[config.mk]
export PLATFORM = sky130hd
export DESIGN_NAME = i2s
export DESIGN_NICKNAME = d
export VERILOG_FILES = /design/src/rtl/i2s_pkg.sv /design/src/rtl/i2s_clkgen.sv /design/src/rtl/i2s.sv
export SDC_FILE = /design/constraint.sdc
export NUM_CORES = 1
export LEC_CHECK = 0
export CORE_ASPECT_RATIO = 1.1
export CORE_UTILIZATION = 57
export DETAILED_ROUTE_END_ITERATION = 8
export HOLD_SLACK_MARGIN = 0.02
export PLACE_DENSITY = 0.86
export SETUP_SLACK_MARGIN = 0.05
export SLEW_MARGIN = 20
export SYNTH_ARGS = -nofsm -noshare
export SYNTH_HDL_FRONTEND = slang
export SYNTH_SLANG_ARGS = --single-unit
[constraint.sdc]
create_clock -name mclk_in -period 4.9 [get_ports mclk_in]
set_input_delay 0.49 -clock mclk_in [delete_from_list [all_inputs] [get_ports mclk_in]]
set_output_delay 0.49 -clock mclk_in [all_outputs]
set_load 0.005 [all_outputs]
[src/rtl/i2s_pkg.sv]
// Shared constants and helpers for the I2S master transceiver.
package i2s_pkg;

    // Ceiling log2 for deriving counter and slot widths from power-of-two dividers.
    function automatic int clog2(input int value);
        int result;
        result = 0;
        while ((1 << result) < value) begin
            result = result + 1;
        end
        return result;
    endfunction

    localparam int DEF_MCLK_DIV_LRCK = 256;
    localparam int DEF_MCLK_DIV_SCLK = 4;
    localparam int DEF_PDATA_WIDTH   = 32;

    localparam int SLOT_BITS = clog2(DEF_MCLK_DIV_SCLK);
    localparam int CNT_BITS  = clog2(DEF_MCLK_DIV_LRCK);
    localparam int SLOTS     = 2 * DEF_PDATA_WIDTH;

endpackage

[src/rtl/i2s_clkgen.sv]
// Frame counter, SCLK/LRCK generation and one-cycle event strobes.
// Strobes are decoded from the next counter value, so a strobe that is high
// in a cycle names the event that happens on the coming mclk edge.
module i2s_clkgen
    import i2s_pkg::*;
#(
    parameter int MCLK_DIV_LRCK = DEF_MCLK_DIV_LRCK,
    parameter int MCLK_DIV_SCLK = DEF_MCLK_DIV_SCLK,
    parameter int PDATA_WIDTH   = DEF_PDATA_WIDTH
) (
    input  logic clk,
    input  logic rst_n,
    output logic sclk,
    output logic lrck,
    output logic slot_start,
    output logic sclk_rise,
    output logic load_tx,
    output logic left_done,
    output logic right_done
);

    localparam int SB = clog2(MCLK_DIV_SCLK);
    localparam int CB = clog2(MCLK_DIV_LRCK);

    logic [CB-1:0] cnt;
    logic [CB-1:0] cnt_nxt;

    // Power-of-two frame length lets the counter wrap naturally.
    assign cnt_nxt = cnt + CB'(1);

    // Event decode against the value cnt is about to take.
    always_comb begin
        slot_start = (cnt_nxt[SB-1:0] == '0);
        sclk_rise  = (cnt_nxt[SB-1:0] == SB'(MCLK_DIV_SCLK / 2));
        load_tx    = (cnt_nxt == CB'(MCLK_DIV_SCLK));
        right_done = (cnt_nxt == CB'(MCLK_DIV_SCLK));
        left_done  = (cnt_nxt == CB'((PDATA_WIDTH + 1) * MCLK_DIV_SCLK));
    end

    // Counter plus clock outputs registered from the next count so they line up with cnt.
    always_ff @(posedge clk or negedge rst_n) begin
        if (!rst_n) begin
            cnt  <= '0;
            sclk <= 1'b0;
            lrck <= 1'b0;
        end else begin
            cnt  <= cnt_nxt;
            sclk <= cnt_nxt[SB-1];
            lrck <= cnt_nxt[CB-1];
        end
    end

endmodule

[src/rtl/i2s.sv]
// I2S (Philips) bus master: generates SCLK/LRCK from MCLK, serialises the
// parallel left/right pair and deserialises the incoming stream.
module i2s
    import i2s_pkg::*;
#(
    parameter int MCLK_DIV_LRCK = DEF_MCLK_DIV_LRCK,
    parameter int MCLK_DIV_SCLK = DEF_MCLK_DIV_SCLK,
    parameter int PDATA_WIDTH   = DEF_PDATA_WIDTH
) (
    input  logic                   mclk_in,
    input  logic                   arstn_in,
    output logic                   lrck_out,
    output logic                   sclk_out,
    input  logic                   sdata_in,
    output logic [PDATA_WIDTH-1:0] pldata_out,
    output logic [PDATA_WIDTH-1:0] prdata_out,
    output logic                   sdata_out,
    input  logic [PDATA_WIDTH-1:0] pldata_in,
    input  logic [PDATA_WIDTH-1:0] prdata_in
);

    localparam int PW = PDATA_WIDTH;

    // Frame geometry must give exactly one bit slot per data bit.
    if ((MCLK_DIV_LRCK != 2 * PDATA_WIDTH * MCLK_DIV_SCLK) || (MCLK_DIV_SCLK < 2) ||
        ((1 << clog2(MCLK_DIV_SCLK)) != MCLK_DIV_SCLK) ||
        ((1 << clog2(MCLK_DIV_LRCK)) != MCLK_DIV_LRCK)) begin : g_cfg_err
        $error("i2s: MCLK_DIV_LRCK / MCLK_DIV_SCLK must equal 2*PDATA_WIDTH, both powers of two");
    end

    logic slot_start;
    logic sclk_rise;
    logic load_tx;
    logic left_done;
    logic right_done;

    logic [2*PW-1:0] tx_sr;
    logic [PW-1:0]   rx_sr;

    i2s_clkgen #(
        .MCLK_DIV_LRCK (MCLK_DIV_LRCK),
        .MCLK_DIV_SCLK (MCLK_DIV_SCLK),
        .PDATA_WIDTH   (PDATA_WIDTH)
    ) u_clkgen (
        .clk        (mclk_in),
        .rst_n      (arstn_in),
        .sclk       (sclk_out),
        .lrck       (lrck_out),
        .slot_start (slot_start),
        .sclk_rise  (sclk_rise),
        .load_tx    (load_tx),
        .left_done  (left_done),
        .right_done (right_done)
    );

    // Transmit: load at slot 1 (one-bit Philips delay), otherwise shift on every SCLK fall.
    always_ff @(posedge mclk_in or negedge arstn_in) begin
        if (!arstn_in) begin
            tx_sr     <= '0;
            sdata_out <= 1'b0;
        end else if (load_tx) begin
            tx_sr     <= {pldata_in, prdata_in};
            sdata_out <= pldata_in[PW-1];
        end else if (slot_start) begin
            tx_sr     <= tx_sr << 1;
            sdata_out <= tx_sr[2*PW-2];
        end
    end

    // Receive: sample mid-slot on SCLK rise, MSB first.
    always_ff @(posedge mclk_in or negedge arstn_in) begin
        if (!arstn_in) begin
            rx_sr <= '0;
        end else if (sclk_rise) begin
            rx_sr <= {rx_sr[PW-2:0], sdata_in};
        end
    end

    // Parallel outputs capture a full word once its last bit has been sampled.
    always_ff @(posedge mclk_in or negedge arstn_in) begin
        if (!arstn_in) begin
            pldata_out <= '0;
            prdata_out <= '0;
        end else begin
            if (left_done)  pldata_out <= rx_sr;
            if (right_done) prdata_out <= rx_sr;
        end
    end

endmodule

==> impl_metrics.env <==
export IMPL_post_cts_resized=0
export IMPL_r2r_start="u_clkgen.cnt[0]$_DFF_PN0_"
export IMPL_finalWeightedCongestion=0.784
export IMPL_critPathMaxStageDelay_ns=0.71
export IMPL_end_kind="flop"
export IMPL_grt_pass1_vias=5110
export IMPL_worst_ep_required_time_ns=5.21
export IMPL_clock_sinks=168
export IMPL_clk_pin_slew_worst_paths_ns=0.07
export IMPL_wirelength_mm=16.1
export IMPL_avgViaCountPerCell=5.90
export IMPL_grt_pass1_wl_mm=25.5
export IMPL_skew_ns=0.00677
export IMPL_synth_top_family_by_area="multiplexers"
export IMPL_synth_seq_cells=168
export IMPL_max_freq_mhz=304
export IMPL_cts_tree="yes"
export IMPL_die_y_um=121
export IMPL_stdcell_count=878
export IMPL_hold_class="in -> async"
export IMPL_areaGrowthSynthToFinish_pct=26.2
export IMPL_grt_max_degree=128
export IMPL_place_area_um2=8730
export IMPL_nets=778
export IMPL_critPathLaunchType="flop"
export IMPL_finalCritPeriodShare=0.671
export IMPL_initial_core_util=0.584
export IMPL_netlist_top_cell_by_area="dfrtp_1"
export IMPL_slew_violations=0
export IMPL_synth_edff_count=0
export IMPL_muxShareOfSynthArea=0.147
export IMPL_peakVddDrop_uv=318
export IMPL_worstPathArrival_ns=3.60
export IMPL_status="completed"
export IMPL_drv_cap=0
export IMPL_dp_cells=846
export IMPL_synth_xor_area_frac=0.00715
export IMPL_yosys_top_cells_count="168 x dfrtp_1, 93 x mux2_2, 65 x nand2_1"
export IMPL_htree_levels=4
export IMPL_post_dp_hpwl_mm=9.65
export IMPL_yosys_area_share_simple=0.0999
export IMPL_drtIter0Drc=482
export IMPL_hold_viol_final=0
export IMPL_async_flop_share=1.00
export IMPL_antenna_found_initial=0
export IMPL_cts_buffers_inserted=17
export IMPL_path_max_fanout=64
export IMPL_synth_area_per_cell_um2=12.3
export IMPL_ys_warn_count=0
export IMPL_antenna_cells=0
export IMPL_seq_area_frac_synth=0.572
export IMPL_timing_hold_ws_ns=0.162
export IMPL_io_buffer_count=133
export IMPL_tns_ns=0
export IMPL_root_buffer="clkbuf_16"
export IMPL_clockBufferDepth=2
export IMPL_drc=0
export IMPL_max_slew_margin=0.301
export IMPL_ios=134
export IMPL_critPathTopFamily="simple AND/OR/NAND/NOR gates"
export IMPL_power_leakage_nw=4.20
export IMPL_startpoint="u_clkgen.cnt[0]$_DFF_PN0_"
export IMPL_syn_cell_area_um2=7350
export IMPL_syn_inst=599
export IMPL_clk_insertion_delay_late_ns=0.43
export IMPL_totalPowerFinal_w=0.00279
export IMPL_synthAdderAreaFrac=0.00511
export IMPL_syn_nets=669
export IMPL_critPathKind="reg -> reg"
export IMPL_ys_types=28
export IMPL_vias=5181
export IMPL_ctsHoldBuffers=0
export IMPL_ant_nets=0
export IMPL_power_density_nw_per_um2=301
export IMPL_path_cells="ha_4 > or4b_4 > nor2_4 > buf_4 > and2_4 > buf_12 > mux2_2"
export IMPL_max_slew_worst_pin_slew_ns=1.05
export IMPL_synth_top_area_share=0.572
export IMPL_postCtsSetupRepairBufs=0
export IMPL_overflow=0
export IMPL_grt_usage=0.253
export IMPL_die_width_um=110
export IMPL_rsz0062_at_grt="no"
export IMPL_critical_path_slowest_cell="and2_4"
export IMPL_final_layout_size_suffix_gt1_frac=0.194
export IMPL_drtPass1Iterations=5
export IMPL_synth_area_leaders="dfrtp_1 57%, mux2_2 14%, a221o_1 8.6%"
export IMPL_core_area_um2=12600
export IMPL_finalSetupViolations=0
export IMPL_die_area_um2=13400
export IMPL_finalCriticalPeriod_ns=3.29
export IMPL_synth_ff_type="dfrtp_1"
export IMPL_row_count=43
export IMPL_synthMostInstantiatedCell="dfrtp_1"
export IMPL_cp_num_buf_inv=2
export IMPL_synth_compound_area_frac=0.132
export IMPL_wl_per_cell_um=18.3
export IMPL_final_area_um2=9280
-- worst paths after layout --
| path | end | slack [ns] | cells after the start |
|---|---|---|---|
| worst max-delay path | prdata_out[2]$_DFFE_PN0N_ | 1.61 | 7 |
| min in group mclk_in | pldata_out[4]$_DFFE_PN0N_ | 0.50 | 1 |
| worst min-delay path | tx_sr[9]$_DFFE_PN0P_ | 0.16 | 1 |
| max in group asynchronous | tx_sr[47]$_DFFE_PN0P_ | 3.64 | 2 |
| worst min register to register | pldata_out[4]$_DFFE_PN0N_ | 0.50 | 1 |
| worst max register to register | prdata_out[2]$_DFFE_PN0N_ | 1.61 | 7 |
-- where the power goes --
group	switching, W	total, W	leakage (nW)	internal [W]
combinational	0.0000413	0.000113	1.76	0.0000717
clock	0.000561	0.00124	0.261	0.000683
sequential	0.0000186	0.00143	2.18	0.00141
-- flip-flops by register name, summed over array words and instances, names as in the netlist --
register      cells
pldata_out       32
prdata_out       32
rx_sr            32
sdata_out         1
tx_sr            63
u_clkgen.cnt      8
-- cells in the final DEF, fill, tap and decap left out, types with 2 or more instances in the layout --
master           count
nand2_1             65
clkbuf_1             2
a21oi_1             63
inv_1                5
xor2_1               2
nand3_1              3
clkbuf_16           17
inv_6                3
mux2_1               3
clkinv_4             5
clkbuf_8             2
a221o_1             63
ha_1                 2
buf_4                7
and2_1              63
clkdlybuf4s50_1    132
mux2_2              93
dfrtp_1            168
xnor2_1              4
nor2_1               2
clkinvlp_4           3
-- cells by family (layout without fill, tap and decap cells) --
kind of cell / Yosys count / count (layout)
adder cells (fa/ha/maj): 3 / 3
AND/OR/NAND/NOR: 140 / 140
flip-flops: 168 / 168
AO/OA/AOI/OAI: 129 / 129
multiplexers: 96 / 96
XOR/XNOR: 6 / 6
buffers and inverters: 57 / 179
-- final cells by class --
class	instances	area (um^2)
Clock buffer	21	460
Tap cell	157	196
Sequential cell	168	4200
Fill cell	881	3310
Multi-Input combinational cell	374	2900
Inverter	6	22.5
Clock inverter	11	92.6
Timing Repair Buffer	141	1410
-- metrics by stage --
stage / util / worst slack (ns)
finish: 0.737 / 1.61
global route: 0.737 / 1.42
CTS: 0.737 / 1.62
detailed placement: 0.693 / 1.64
global placement: 0.693 / 1.69
floorplan: - / 2.59
-- layer usage --
metal | track usage | routed length (um)
met4 | 0.104 | 348
met2 | 0.393 | 7800
met3 | 0.0763 | 1220
met1 | 0.328 | 6720
met5 | 0 | 0
No activity file was read; power rests on OpenSTA's default activity.
